### src/rtl/network_conv_acc.sv
// network_conv_acc: streaming multiply-accumulate tail for the convolution
// datapath. Sums TAPS signed 16-bit products per output pixel, adds a per-run
// bias, arithmetic-shifts by SHIFT, saturates to 16 bits and presents one
// result per pixel on a valid/ready output register. A start/done handshake
// runs the block for npix pixels.
//
// Optional feature macro: NETWORK_CONV_ACC_RELU_EN (negative results -> 0).
//
// Ports:
//   ap_clk, ap_rst      clock, synchronous active-high reset
//   ap_start            start request, sampled only while idle
//   ap_done, ap_ready   one-cycle pulse when a run completes (identical)
//   ap_idle             high while idle
//   npix, bias          pixel count / signed bias, captured on accepted start
//   prod_din/vld/rdy    product input stream
//   out_data/vld/rdy    result output stream
module network_conv_acc #(
    parameter int unsigned TAPS      = 9,
    parameter int unsigned ACC_WIDTH = 32,
    parameter int unsigned SHIFT     = 0
) (
    input  logic        ap_clk,
    input  logic        ap_rst,
    input  logic        ap_start,
    output logic        ap_done,
    output logic        ap_idle,
    output logic        ap_ready,
    input  logic [15:0] npix,
    input  logic [15:0] bias,
    input  logic [15:0] prod_din,
    input  logic        prod_vld,
    output logic        prod_rdy,
    output logic [15:0] out_data,
    output logic        out_vld,
    input  logic        out_rdy
);

    localparam int unsigned CNT_W = $clog2(TAPS + 1);
    localparam logic signed [ACC_WIDTH-1:0] SAT_MAX = ACC_WIDTH'(32'sd32767);
    localparam logic signed [ACC_WIDTH-1:0] SAT_MIN = ACC_WIDTH'(-32'sd32768);

    typedef enum logic [1:0] {
        IDLE  = 2'd0,
        RUN   = 2'd1,
        DRAIN = 2'd2
    } state_t;

    state_t                        state;
    state_t                        state_nxt;
    logic                          done_r;
    logic                          done_nxt;
    logic                          start_acc;

    logic signed [ACC_WIDTH-1:0]   acc;
    logic        [CNT_W-1:0]       tap_cnt;
    logic        [15:0]            pix_left;
    logic        [15:0]            bias_r;

    logic                          last_tap;
    logic                          prod_hs;
    logic signed [ACC_WIDTH-1:0]   prod_ext;
    logic signed [ACC_WIDTH-1:0]   bias_ext;
    logic signed [ACC_WIDTH-1:0]   sum_s;
    logic signed [ACC_WIDTH-1:0]   shr_s;
    logic        [15:0]            sat_c;
    logic        [15:0]            res_c;

    assign ap_done  = done_r;
    assign ap_ready = done_r;
    assign ap_idle  = (state == IDLE);

    assign last_tap = (tap_cnt == CNT_W'(TAPS - 1));
    assign prod_hs  = prod_vld && prod_rdy;

    // State and done-pulse registers
    always_ff @(posedge ap_clk) begin
        if (ap_rst) begin
            state  <= IDLE;
            done_r <= 1'b0;
        end else begin
            state  <= state_nxt;
            done_r <= done_nxt;
        end
    end

    // Next-state, start capture and product-ready decode
    always_comb begin
        state_nxt = state;
        done_nxt  = 1'b0;
        start_acc = 1'b0;
        prod_rdy  = 1'b0;
        case (state)
            IDLE: begin
                if (ap_start) begin
                    start_acc = 1'b1;
                    if (npix == 16'd0) begin
                        done_nxt = 1'b1;
                    end else begin
                        state_nxt = RUN;
                    end
                end
            end
            RUN: begin
                // Only the last tap needs a free output slot
                prod_rdy = !(last_tap && out_vld && !out_rdy);
                if (prod_vld && prod_rdy && last_tap && (pix_left == 16'd1)) begin
                    state_nxt = DRAIN;
                end
            end
            DRAIN: begin
                if (out_vld && out_rdy) begin
                    state_nxt = IDLE;
                    done_nxt  = 1'b1;
                end
            end
            default: state_nxt = IDLE;
        endcase
    end

    // Final sum, rescale and saturation for the last tap
    always_comb begin
        prod_ext = {{(ACC_WIDTH - 16){prod_din[15]}}, prod_din};
        bias_ext = {{(ACC_WIDTH - 16){bias_r[15]}}, bias_r};
        sum_s    = acc + prod_ext + bias_ext;
        shr_s    = sum_s >>> SHIFT;
        sat_c    = shr_s[15:0];
        if (shr_s > SAT_MAX) begin
            sat_c = 16'h7fff;
        end else if (shr_s < SAT_MIN) begin
            sat_c = 16'h8000;
        end
`ifdef NETWORK_CONV_ACC_RELU_EN
        res_c = sat_c[15] ? 16'd0 : sat_c;
`else
        res_c = sat_c;
`endif
    end

    // Accumulator, counters and output register
    always_ff @(posedge ap_clk) begin
        if (ap_rst) begin
            acc      <= '0;
            tap_cnt  <= '0;
            pix_left <= 16'd0;
            bias_r   <= 16'd0;
            out_vld  <= 1'b0;
            out_data <= 16'd0;
        end else begin
            if (start_acc) begin
                pix_left <= npix;
                bias_r   <= bias;
                acc      <= '0;
                tap_cnt  <= '0;
            end
            if (prod_hs) begin
                if (last_tap) begin
                    acc      <= '0;
                    tap_cnt  <= '0;
                    pix_left <= pix_left - 16'd1;
                end else begin
                    acc     <= acc + prod_ext;
                    tap_cnt <= tap_cnt + CNT_W'(1);
                end
            end
            // A load in the same cycle as a consume keeps out_vld high
            if (prod_hs && last_tap) begin
                out_vld  <= 1'b1;
                out_data <= res_c;
            end else if (out_vld && out_rdy) begin
                out_vld <= 1'b0;
            end
        end
    end

endmodule
### config.mk
export PLATFORM = sky130hd
export DESIGN_NAME = network_conv_acc
export DESIGN_NICKNAME = d
export VERILOG_FILES = /design/src/rtl/network_conv_acc.sv
export SDC_FILE = /design/constraint.sdc
export NUM_CORES = 1
export LEC_CHECK = 0
export BUFFER_PORTS_ARGS = -buffer_cell sky130_fd_sc_hd__buf_4
export CAP_MARGIN = 15
export CELL_PAD_IN_SITES_DETAIL_PLACEMENT = 0
export CELL_PAD_IN_SITES_GLOBAL_PLACEMENT = 1
export CORE_AREA = 10 10 128 153
export DETAILED_ROUTE_END_ITERATION = 8
export DIE_AREA = 0 0 138 163
export GPL_TIMING_DRIVEN = 0
export PLACE_DENSITY = 0.91
export SKIP_CTS_REPAIR_TIMING = 1
export SLEW_MARGIN = 10
export SYNTH_ARGS = -nofsm -noshare
export SYNTH_HDL_FRONTEND = slang
export SYNTH_SLANG_ARGS = --single-unit
### constraint.sdc
create_clock -name ap_clk -period 12.35 [get_ports ap_clk]
set_input_delay 0.6175 -clock ap_clk [delete_from_list [all_inputs] [get_ports ap_clk]]
set_output_delay 0.6175 -clock ap_clk [all_outputs]
set_load 0.01 [all_outputs]
==> flow_summary.yaml <==
drt:
  ant_nets: 0
  drc_errors: 0
  vias_per_cell: 5.856
  first_iter_violations: 520
  drt-total-wl_mm: 21.57
  dr.pass1.iters: 5
  wl_per_cell_um: 17.51
  vias: 7215
logic_synthesis:
  synth_edf_count: 0
  synthArstFlopShare_pct: 0
  synth_cells: 927
  syn_area_um2: 7325
  syn_avg_cell_area_um2: 7.901
  ys_ff_latch: 88
  synth.distinct_cells: 79
  synth_warnings: 0
  post-synth-top-area-cell: "dfxtp_1"
  syn_nets: 1049
  synth_top_area_share_pct: 24.05
  synth_area_leaders: "dfxtp_1, ha_1, a21oi_1, nor2_1, nand2_1"
  ys.flop_type: "dfxtp_1"
  ys_seq_area_share_pct: 24.05
cts:
  cts.clk_slew.worst_paths_ns: 0.07
  worstSkewPairLatency_ns: 0.35
  cts-buffers-inserted: 9
  cts_num_sinks: 88
  htree_levels: 3
  cts_tree: "built"
  clockRootBuffer: "clkbuf_16"
  cts.path.max_buffers: 2
floorplanning:
  die_x_um: 138
  rows: 52
  start_util_pct: 43.98
  ios: 74
  die-area_um2: 22490
  core_area_um2: 16660
  die_height_um: 163
global_routing:
  grt_pass1_wl_mm: 35.09
  grt_max_degree: 23
  antenna_found_initial: 0
  grt_pass1_vias: 7058
  globalRouteOverflowTotal: 0
  grtUsageTotal_pct: 18.49
timing:
  maxSlewViolCount: 0
  period_share_pct: 49.91
  tns_ns: 0
  rsz0062_at_grt: "false"
  max-slew-margin-rel_pct: 37.96
  setup_viol: 0
  worstMarginPinSlew_ns: 0.9272
  fmax_mhz: 162.2
  finalClockSkew_ns: 0.01020
  period_needed_ns: 6.164
  hold_violations: 0
placed_design:
  io_buffers: 73
  dp_hpwl_mm: 16.76
  gp_congestion: 0.9341
status:
  status: "finished, final reports clean"
finish:
  area_delta_synth_final_pct: 15.15
  drive_gt1_share_pct: 13.78
  finalNetCount: 1133
  final_util_pct: 50.64
  antenna_cells: 0
setup_path:
  critPathRequiredTime_ns: 12.58
  critPathKind: "input pin to register"
  r2r_cells: 25
  crit_path_start_kind: "input pin"
  cp_max_fo: 10
  worst_ep_arrival_time_ns: 6.40
  cp-end-kind: "register"
min_path:
  hold_depth: 2
  min_path_type: "register to register"
power_and_ir_drop:
  p_leak_uw: 0.003475
  finalPower_uw: 883.2
  powerDensity_nw_per_um2: 104.7
  ir_drop_mv: 0.07662
flow_run:
  drv_cap: 0
worst max-delay path, cell delays in order:
cell       delay, ns
buf_4           0.11
ha_1            0.22
inv_1           0.08
fa_1            0.21
nor2b_1         0.07
o31a_1          0.28
o22ai_1         0.26
o21a_1          0.25
o21ai_1         0.13
a21o_1          0.20
a21o_1          0.20
a31o_2          0.27
xor2_1          0.19
ha_1            0.27
buf_6           0.15
a21oi_4         0.17
o21ai_2         0.10
nor4_2          0.42
a2111oi_4       0.15
o2111ai_2       0.22
and2_1          0.21
a311oi_2        0.13
xnor2_1         0.60
o31a_2          0.41
buf_2           0.35
o32ai_2         0.12
synthesized netlist by cell type, types with 11 or more instances:
cell type	n
a22oi_1	30
a211oi_1	13
or3_1	11
xnor2_1	25
nand2b_1	17
ha_1	67
nor2_1	100
nor3_1	15
nand3_1	23
a21oi_1	87
nand2_1	87
nor4_1	13
xor2_1	23
o21ai_0	53
nand4_1	12
a21o_1	23
dfxtp_1	88
inv_1	24
clkbuf_1	35
sequential cells by signal, summed over array words and instances (netlist names):
signal / flops
acc: 32
bias_r: 16
out_data: 16
pix_left: 16
tap_cnt: 4
state: 2
ap_done: 1
out_vld: 1
per-stage QoR:
stage	hold WS (ns)	worst slack [ns]	cells	area (um^2)
6_report	0.4623	6.186	1232	8434
3_3_place_gp	0.4488	5.898	1216	8143
5_1_grt	0.4884	5.832	1232	8434
3_5_place_dp	0.4540	5.912	1216	8143
4_1_cts	0.4629	6.226	1232	8434
2_1_floorplan	0.4406	7.012	927	7325
layout by cell type (no fill, tap or decap), types with 15 or more instances in the layout:
master | netlist | layout
inv_1 | 24 | 24
a21oi_1 | 87 | 87
nand2b_1 | 17 | 17
nand2_1 | 87 | 87
buf_4 | 4 | 77
nor2_1 | 100 | 100
a22oi_1 | 30 | 30
o21ai_0 | 53 | 53
xnor2_1 | 25 | 25
nand3_1 | 23 | 23
ha_1 | 67 | 67
xor2_1 | 23 | 23
nor3_1 | 15 | 15
a21o_1 | 23 | 23
clkbuf_1 | 35 | 35
dfxtp_1 | 88 | 88
layer usage:
metal	vias up	track usage, %	wire length [um]
li1	3642	-	-
met1	3375	21.73	9305
met2	163	33.12	10900
met3	35	3.267	811
met4	0	6.190	552
met5	-	0	0
worst paths after layout:
check,from,slack [ns],endpoint
worst min-delay path,bias_r[5]$_SDFFE_PP0P_,0.46,bias_r[5]$_SDFFE_PP0P_
worst min register to register,bias_r[5]$_SDFFE_PP0P_,0.46,bias_r[5]$_SDFFE_PP0P_
worst max register to register,acc[0]$_SDFFE_PP0P_,6.21,out_data[11]$_SDFFE_PP0P_
worst max-delay path,prod_din[0],6.19,out_data[11]$_SDFFE_PP0P_
logic make-up (layout without fill, tap and decap cells):
kind of cell | after synthesis | count (layout) | share of synthesized area, %
flops | 88 | 88 | 24.05
buf+inv | 75 | 164 | 4.971
xor+xnor | 48 | 48 | 5.740
mux | 3 | 3 | 0.4100
simple gates | 329 | 329 | 21.92
fa+ha+maj | 69 | 69 | 11.99
compound gates | 315 | 315 | 30.92
cell type report:
class	instances	area (um^2)
buffer	51	274.0
clock buffer	9	225.2
clock inverter	7	66.31
fill	1708	8222
inverter	24	90.09
multi-input combinational	764	5199
sequential	88	1762
tap	216	270.3
timing repair buffer	73	548.0
power breakdown:
| group | internal [uW] | total [uW] | leakage, uW | switching (uW) |
|---|---|---|---|---|
| sequential | 295 | 304 | 0.000716 | 9.67 |
| combinational | 121 | 307 | 0.00262 | 186 |
| clock | 141 | 272 | 0.000141 | 131 |
Note: power is estimated with default switching activity, not from simulation.
